$ cat config.mk
export PLATFORM = sky130hd
export DESIGN_NAME = huffman_encoder_scheduler
export DESIGN_NICKNAME = d
export VERILOG_FILES = /design/src/rtl/huffman_sched_pkg.sv /design/src/rtl/huffman_encoder_scheduler_rr_arbiter.sv /design/src/rtl/huffman_encoder_scheduler.sv
export SDC_FILE = /design/constraint.sdc
export NUM_CORES = 1
export LEC_CHECK = 0
export CORE_MARGIN = 8
export CORE_UTILIZATION = 30
export CTS_CLUSTER_DIAMETER = 150
export CTS_CLUSTER_SIZE = 16
export DETAILED_ROUTE_END_ITERATION = 16
export SLEW_MARGIN = 20
export SYNTH_ARGS = -nofsm -noshare
export SYNTH_HDL_FRONTEND = slang
export SYNTH_SLANG_ARGS = --single-unit
$ cat constraint.sdc
create_clock -name clock -period 7 [get_ports clock]
set_clock_uncertainty 0.2 [all_clocks]
set_input_delay 1.4 -clock clock [delete_from_list [all_inputs] [get_ports clock]]
set_output_delay 1.4 -clock clock [all_outputs]
set_load 0.05 [all_outputs]
$ cat src/rtl/huffman_sched_pkg.sv
// Shared types and helpers for the Huffman encoder frame scheduler.
// Optional feature macro (used by the scheduler): HUFF_SCHED_TIMEOUT_EN.
package huffman_sched_pkg;

  typedef enum logic [1:0] {
    IDLE     = 2'd0,
    STREAM   = 2'd1,
    WAIT_ENC = 2'd2
  } sched_state_e;

  localparam int unsigned DEF_BIT_IN_BYTE = 7;
  localparam int unsigned DEF_DATA_LENGTH = 100;

  // Byte width from the encoder's bitInByte (width minus one).
  function automatic int unsigned byte_width(input int unsigned bit_in_byte);
    return bit_in_byte + 1;
  endfunction

  // Counter width able to hold the full frame length.
  function automatic int unsigned count_width(input int unsigned data_length);
    return $clog2(data_length + 1);
  endfunction

  // Low bit of slice idx inside a packed vector of width-bit slices.
  function automatic int unsigned slice_lo(input int unsigned idx, input int unsigned width);
    return idx * width;
  endfunction

endpackage

$ cat src/rtl/huffman_encoder_scheduler_rr_arbiter.sv
// Combinational round-robin arbiter: first set request at or above ptr, with wrap.
module rr_arbiter #(
  parameter int N  = 4,
  parameter int IW = $clog2(N)
) (
  input  logic [N-1:0]  req,
  input  logic [IW-1:0] ptr,
  output logic [N-1:0]  grant,
  output logic [IW-1:0] idx
);

  // Rotating priority search starting at ptr.
  always_comb begin
    int unsigned c;
    logic        found;
    // NOTE: every output gets a default before the search so no path leaves it unassigned (no latch).
    grant = '0;
    idx   = '0;
    found = 1'b0;
    c     = 0;
    for (int i = 0; i < N; i++) begin
      c = (32'(ptr) + i) % N;
      if (!found && req[c]) begin
        found    = 1'b1;
        grant[c] = 1'b1;
        idx      = IW'(c);
      end
    end
  end

endmodule

$ cat src/rtl/huffman_encoder_scheduler.sv
// Frame-level arbiter/sequencer sharing one Huffman encoder among NUM_REQ
// byte-stream requesters. Optional watchdog in WAIT_ENC: HUFF_SCHED_TIMEOUT_EN.
module huffman_encoder_scheduler
  import huffman_sched_pkg::*;
#(
  parameter int NUM_REQ        = 4,
  parameter int BIT_IN_BYTE    = DEF_BIT_IN_BYTE,
  parameter int DATA_LENGTH    = DEF_DATA_LENGTH,
  parameter int TIMEOUT_CYCLES = 4096
) (
  input  logic                                  clock,
  input  logic                                  reset,
  input  logic [NUM_REQ-1:0]                    req_valid,
  input  logic [NUM_REQ*(BIT_IN_BYTE+1)-1:0]    req_data,
  output logic [NUM_REQ-1:0]                    req_ready,
  output logic [BIT_IN_BYTE:0]                  enc_data,
  output logic                                  enc_enable,
  input  logic                                  enc_done,
  output logic [$clog2(NUM_REQ)-1:0]            grant_id,
  output logic                                  busy,
  output logic                                  frame_done,
  output logic                                  timeout_err
);

  localparam int BYTE_W = byte_width(BIT_IN_BYTE);
  localparam int IW     = $clog2(NUM_REQ);
  localparam int CNT_W  = count_width(DATA_LENGTH);

  sched_state_e         state, state_next;
  logic [IW-1:0]        rr_ptr;
  logic [CNT_W-1:0]     byte_cnt;
  logic [NUM_REQ-1:0]   arb_grant;
  logic [IW-1:0]        arb_idx;
  logic                 arb_any;
  logic                 accept;
  logic                 last_beat;
  logic                 finish;
  logic                 expire;
  logic [IW-1:0]        next_ptr;

  rr_arbiter #(.N(NUM_REQ), .IW(IW)) u_arb (
    .req   (req_valid),
    .ptr   (rr_ptr),
    .grant (arb_grant),
    .idx   (arb_idx)
  );

  assign arb_any   = |arb_grant;
  assign accept    = (state == STREAM) && req_valid[grant_id];
  assign last_beat = accept && (byte_cnt == CNT_W'(DATA_LENGTH - 1));
  assign finish    = (state == WAIT_ENC) && enc_done;
  assign next_ptr  = (grant_id == IW'(NUM_REQ - 1)) ? '0 : grant_id + IW'(1);

`ifdef HUFF_SCHED_TIMEOUT_EN
  localparam int TMO_W = $clog2(TIMEOUT_CYCLES + 1);
  logic [TMO_W-1:0] tmo_cnt;

  // enc_done on the expiry cycle takes precedence over the watchdog.
  assign expire = (state == WAIT_ENC) && !enc_done && (tmo_cnt == TMO_W'(TIMEOUT_CYCLES - 1));

  // Watchdog counter (cleared outside WAIT_ENC) and its error pulse.
  always_ff @(posedge clock or posedge reset) begin
    if (reset) begin
      tmo_cnt     <= '0;
      timeout_err <= 1'b0;
    end else begin
      timeout_err <= expire;
      if ((state == WAIT_ENC) && !finish && !expire) tmo_cnt <= tmo_cnt + TMO_W'(1);
      else                                           tmo_cnt <= '0;
    end
  end
`else
  assign expire      = 1'b0;
  assign timeout_err = 1'b0;
`endif

  // State register.
  // NOTE: sequential state uses non-blocking assignments so every register samples pre-edge values.
  always_ff @(posedge clock or posedge reset) begin
    if (reset) state <= IDLE;
    else       state <= state_next;
  end

  // Next-state logic and req_ready decode (registered state only).
  always_comb begin
    state_next = state;
    req_ready  = '0;
    case (state)
      IDLE:     if (arb_any) state_next = STREAM;
      STREAM: begin
        req_ready[grant_id] = 1'b1;
        if (last_beat) state_next = WAIT_ENC;
      end
      WAIT_ENC: if (finish || expire) state_next = IDLE;
      default:  state_next = IDLE;
    endcase
  end

  // Grant, counters and encoder-side output registers.
  always_ff @(posedge clock or posedge reset) begin
    if (reset) begin
      grant_id   <= '0;
      rr_ptr     <= '0;
      byte_cnt   <= '0;
      busy       <= 1'b0;
      enc_data   <= '0;
      enc_enable <= 1'b0;
      frame_done <= 1'b0;
    end else begin
      enc_enable <= accept;
      frame_done <= finish;
      if (accept) begin
        enc_data <= req_data[slice_lo(32'(grant_id), BYTE_W) +: BYTE_W];
        byte_cnt <= byte_cnt + CNT_W'(1);
      end
      if ((state == IDLE) && arb_any) begin
        grant_id <= arb_idx;
        busy     <= 1'b1;
      end
      if (finish || expire) begin
        rr_ptr   <= next_ptr;
        byte_cnt <= '0;
        busy     <= 1'b0;
      end
    end
  end

endmodule

==> results_dict.tcl, run 1 <==
set metrics [dict create \
    status "complete, no violations" \
    combPwrFrac_pct 56.3 \
    synth_cell_types 41 \
    grt_pass1_vias 1408 \
    postCtsHoldBufs 0 \
    seq_power_share_pct 29.9 \
    post_cts_buffers 0 \
    drive_gt1_share_pct 14.8 \
    ctsLongestPathBuffers 2 \
    drc 0 \
    max-cap-violations 0 \
    cpPeakStageDelay_ns 0.83 \
    yosysWarningCount 0 \
    path_clk_slew_ns 0.08 \
    via_per_inst 4.86 \
    tightest_slew_ns 0.903 \
    globalplace.congestion 0.882 \
    die_y_um 91.1 \
    rows 27 \
    grt_pass1_wl_um 7090 \
    drt_iter0_drc 82 \
    synth-seq-cells 24 \
    clkLatencyLatePin_ns 0.26 \
    final_common_cell "clkdlybuf4s50_1" \
    start_util_pct 30.9 \
    synth_async_sr_flop_share_pct 100 \
    cp.arrival_ns 2.44 \
    critPathMaxFanout 14 \
    core-area_um2 5470 \
    grt_max_degree 25 \
    min_period_over_period_pct 57.7 \
    power_switching_share_pct 43.7 \
    num_io_pins 57 \
    syn_area_um2 1690 \
    grt_use_met3_pct 2.96 \
    diodes 0 \
    grt_use_met1_pct 12.7 \
    area_delta_synth_final_pct 39.2 \
    path_cells "inv_1 > ha_1 > and2_1 > clkdlybuf4s50_1" \
    synth_fp_nets 195 \
    cts-buffers-inserted 3 \
    setup-tns-final_ns 0 \
    die_area_um2 8290 \
    ir_drop_mv 0.200 \
    gr-total-overflow 0 \
    finalSetupViolCount 0 \
    busiest_layer "met2" \
    power.total_w 0.000862 \
    routedWlPerCell_um 15.3 \
    power.density_nw_per_um2 366 \
    cp.required_ns 5.40 \
    dp.final_hpwl_um 3170 \
    max_freq_ghz 0.248 \
    hp-class "register to register" \
    crit_type "register to primary output" \
    grt_use_met2_pct 16.9 \
    die_x_um 91.1 \
    cts_max_level 1 \
    num-nets-final 247 \
    slew_headroom_pct 39.7 \
    vias 1303 \
    p_switching_w 0.000377 \
    fin_crit_ns 4.04 \
    routed_wl_um 4090 \
    finalHoldViolCount 0 \
    cts-root-buf "clkbuf_8" \
    layout_common_cells "55 x clkdlybuf4s50_1, 24 x dfrtp_1, 13 x nor2_1, 11 x mux4_2, 11 x ha_1" \
    maxSlewViolCount 0 \
    cts.sinks 24 \
    grt_usage_pct 10.2 \
    syn_avg_cell_area_um2 11.7 \
    crit_path_top_delay_cell "dfrtp_1" \
    yosysSeqAreaShare_pct 35.5 \
    port_buffers 55 \
    cts_tree "yes" \
    dr.pass1.iters 4 \
    power.leakage_nw 0.957 \
    setup.worst_path.start_class "register" \
    synth_edf_count 0 \
    postSynthCellCount 145 \
    cp-end-kind "primary output" \
    rsz0062_at_grt "no" \
    clockPowerShare_pct 13.8 \
    path_buf_inv 2 \
    cts_resized 0 \
    intPower_w 0.000485 \
    path_delay_family "buffers and inverters" \
    synth_top_flop_cell "dfrtp_1" \
    ant_nets 0 \
    antenna_found_initial 0 \
]
## logic make-up after synthesis
logic type	share of synthesized area [%]
fa+ha+maj	8.14
xor+xnor	3.11
buf+inv	5.11
simple gates	13.0
compound gates	7.33
other cells	0.222
mux	27.6
flops	35.5
## per-stage QoR
stage	util, %	area [um2]	hold slack [ns]	worst slack, ns	instances
after floorplan	-	1690	0.266	3.54	145
after global placement	41.7	2280	0.288	3.13	264
after detailed placement	41.7	2280	0.294	3.05	264
after CTS	43.0	2350	0.313	2.89	268
after global routing	43.0	2350	0.345	2.77	268
final	43.0	2350	0.311	2.96	268
## metal layers
| metal | wire length (um) | vias up | share of wire, % |
|---|---|---|---|
| li1 | - | 633 | - |
| met1 | 1810 | 633 | 44 |
| met2 | 2030 | 35 | 49 |
| met3 | 226 | 2 | 5.5 |
| met4 | 29 | 0 | 0.71 |
| met5 | 0 | - | 0 |
## cell usage after synthesis (2+ instances only)
cell / instances / share of area, %
dfrtp_1: 24 / 36
nand2_1: 4 / 0.89
mux4_2: 11 / 15
buf_1: 2 / 0.44
o22ai_1: 3 / 1.1
xor2_1: 5 / 2.6
clkbuf_1: 3 / 0.67
and2_1: 5 / 1.9
mux4_1: 2 / 3.1
mux2_2: 9 / 6.0
ha_1: 11 / 8.1
o21ai_0: 4 / 1.2
nand4_1: 4 / 1.5
a21oi_1: 3 / 0.89
nand3b_1: 2 / 0.89
inv_1: 10 / 2.2
buf_6: 2 / 1.3
nor2_1: 13 / 2.9
nor2b_1: 2 / 0.74
mux2i_1: 5 / 3.0
## registers in the layout, summed over array words and instances, names as in the netlist
signal and count:
rr_ptr 2, busy 1, state 2, frame_done 1, byte_cnt 7, enc_data 8
grant_id 2, enc_enable 1
## power groups by stage
stage	registers [W]	clock network (W)	logic (W)
floorplan	0.000348	0	0.000250
global placement	0.000263	0	0.000488
detailed placement	0.000263	0	0.000489
CTS	0.000261	0.000123	0.000491
global route	0.000274	0.000127	0.000519
finish	0.000258	0.000119	0.000486
## path summary, 6_finish.rpt
kind,end,depth (start not counted),slack [ns],startpoint
worst min register to register,enc_data[4],1,0.31,enc_data[4]
min in group asynchronous,enc_data[7],2,1.42,reset
worst max-delay path,req_ready[0],4,2.96,grant_id[0]
worst max register to register,grant_id[1],8,3.87,rr_ptr[0]
max in group asynchronous,byte_cnt[0],2,4.62,reset
worst min-delay path,enc_data[4],1,0.31,enc_data[4]
## worst reg2reg max path, stage by stage, from the launching register on
cell	delay (ns)
dfrtp_1	0.67
inv_1	0.20
ha_1	0.44
mux4_2	0.44
nor4b_2	0.35
o41ai_1	0.14
nand4b_1	0.13
and2_4	0.17
mux2_4	0.29
## final cells by class
type,instances,area [um2]
fillers,548,3120
well taps,72,90.1
multi-input cells,103,1000
flip-flops and latches,24,601
repair buffers,55,551
clock inverters,1,30.0
clock buffers,3,41.3
inverters,10,37.5
No activity file was read; power rests on OpenSTA's default activity.
==> run 2: changes to the inputs <==
- clock period: 7 -> 3.6 ns (I/O delays scaled with it)
==> run 2 against run 1 <==
  * Sequential share of layout area decreased by 0.24 points
  * Hold slack about the same
  * Highest routed layer unchanged
  * Sequential cell count unchanged
  * Setup slack lost 2.4 ns
  * Power is 97% higher
  * Largest power group unchanged
  * First-iteration DRC count increased by 8.5%
==> results_dict.tcl, run 2 (synthesized netlist as in run 1, its figures left out) <==
set metrics [dict create \
    status "complete, no violations" \
    gr-total-overflow 0 \
    ir_drop_mv 0.414 \
    largest_reg_flops 8 \
    wl_met2_um 1970 \
    wl_met3_um 201 \
    grt_pass1_wl_um 6950 \
    cts_resized 0 \
    cpPeakStageDelay_ns 0.80 \
    finalSetupViolCount 0 \
    path_cells "buf_4 > ha_1 > and2_1 > clkdlybuf4s50_1" \
    routedWlPerCell_um 14.9 \
    postCtsHoldBufs 0 \
    routed_wl_um 4040 \
    power.leakage_nw 0.972 \
    min_period_over_period_pct 83.4 \
    num_io_pins 57 \
    cts-root-buf "clkbuf_8" \
    highest_layer "met4" \
    grt_usage_pct 10.1 \
    core-area_um2 5470 \
    cp.arrival_ns 2.08 \
    largest_registers "enc_data: 8 flops, byte_cnt: 7 flops" \
    antenna_found_initial 0 \
    num-nets-final 250 \
    layout_common_cells "55 x clkdlybuf4s50_1, 24 x dfrtp_1, 13 x nor2_1, 11 x mux4_2, 11 x ha_1" \
    dr.pass1.iters 4 \
    tightest_slew_ns 0.905 \
    start_util_pct 30.9 \
    crit_path_top_delay_cell "clkdlybuf4s50_1" \
    path_buf_inv 2 \
    diodes 0 \
    via_per_inst 4.75 \
    fin_crit_ns 3.00 \
    die_area_um2 8290 \
    slew_headroom_pct 39.6 \
    setup-tns-final_ns 0 \
    port_buffers 55 \
    max_freq_ghz 0.333 \
    cp-end-kind "primary output" \
    globalplace.congestion 0.892 \
    final_common_cell "clkdlybuf4s50_1" \
    rsz0062_at_grt "no" \
    clkLatencyLatePin_ns 0.27 \
    setup.worst_path.start_class "register" \
    rows 27 \
    drt_iter0_drc 89 \
    cp.required_ns 2.68 \
    max-cap-violations 0 \
    area_delta_synth_final_pct 40.6 \
    maxSlewViolCount 0 \
    cts_max_level 1 \
    regMostFlops "enc_data" \
    die_x_um 91.1 \
    ant_nets 0 \
    cts-buffers-inserted 3 \
    grt_max_degree 25 \
    crit_type "register to primary output" \
    grt_pass1_vias 1384 \
    path_clk_slew_ns 0.08 \
    critPathMaxFanout 10 \
    drt-met1-wl_um 1840 \
    cts_tree "yes" \
    ctsLongestPathBuffers 2 \
    placed_cell_area_um2 2300 \
    vias 1287 \
    drive_gt1_share_pct 16.1 \
    drc 0 \
    dp.final_hpwl_um 3260 \
    cts.sinks 24 \
    finalHoldViolCount 0 \
    die_y_um 91.1 \
    path_delay_family "buffers and inverters" \
    post_cts_buffers 0 \
    power.density_nw_per_um2 713 \
    hp-class "register to register" \
    final_area_um2 2380 \
]
==> run 2: cell count changes in the layout (fill, tap and decap cells not counted) <==
cell,delta
buf_4,+3
==> run 2: through the flow <==
stage               total power, W  util, %  cells  setup WS (ns)  hold slack (ns)
finish                     0.00169     43.4    271          0.598            0.311
global route               0.00181     43.4    271          0.478            0.337
CTS                        0.00172     43.4    271          0.552            0.314
floorplan                  0.00116        -    145          0.818            0.266
detailed placement         0.00148     42.1    267          0.340            0.295
global placement           0.00148     42.1    267          0.405            0.290
==> run 2: final timing paths <==
| check | cells after the start | start | slack (ns) | to |
|---|---|---|---|---|
| worst max-delay path | 4 | grant_id[0] | 0.60 | req_ready[1] |
| worst min-delay path | 1 | enc_data[5] | 0.31 | enc_data[5] |
| worst max register to register | 8 | rr_ptr[1] | 0.79 | grant_id[1] |
| worst min register to register | 1 | enc_data[5] | 0.31 | enc_data[5] |
| max in group asynchronous | 2 | reset | 1.90 | byte_cnt[0] |
| min in group asynchronous | 2 | reset | 0.74 | enc_data[7] |
==> run 2: cell type report <==
class / instances / area, um2
Fill cell: 541 / 3100
Multi-Input combinational cell: 103 / 1000
Clock inverter: 1 / 30.0
Tap cell: 72 / 90.1
Clock buffer: 3 / 41.3
Sequential cell: 24 / 601
Timing Repair Buffer: 58 / 573
Inverter: 10 / 37.5
==> run 2: report_power, final <==
| group | switching [W] | leakage (nW) | internal (W) | total (W) |
|---|---|---|---|---|
| Sequential | 0.0000887 | 0.286 | 0.000375 | 0.000464 |
| Clock | 0.0000839 | 0.0357 | 0.000149 | 0.000233 |
| Combinational | 0.000565 | 0.650 | 0.000434 | 0.000999 |
| Total | 0.000737 | 0.972 | 0.000958 | 0.00169 |
==> run 2: metal layers <==
metal	track usage, %	vias up
li1	-	639
met1	12.7	613
met2	16.4	33
met3	3.13	2
met4	2.73	0
met5	0	-
==> run 2: worst reg2reg max path, cell delays in order, from the launching register on <==
cell	delay, ns
dfrtp_1	0.48
inv_1	0.14
ha_1	0.41
mux4_2	0.44
nor4b_2	0.33
o41ai_1	0.13
nand4b_1	0.13
and2_4	0.17
mux2_4	0.29
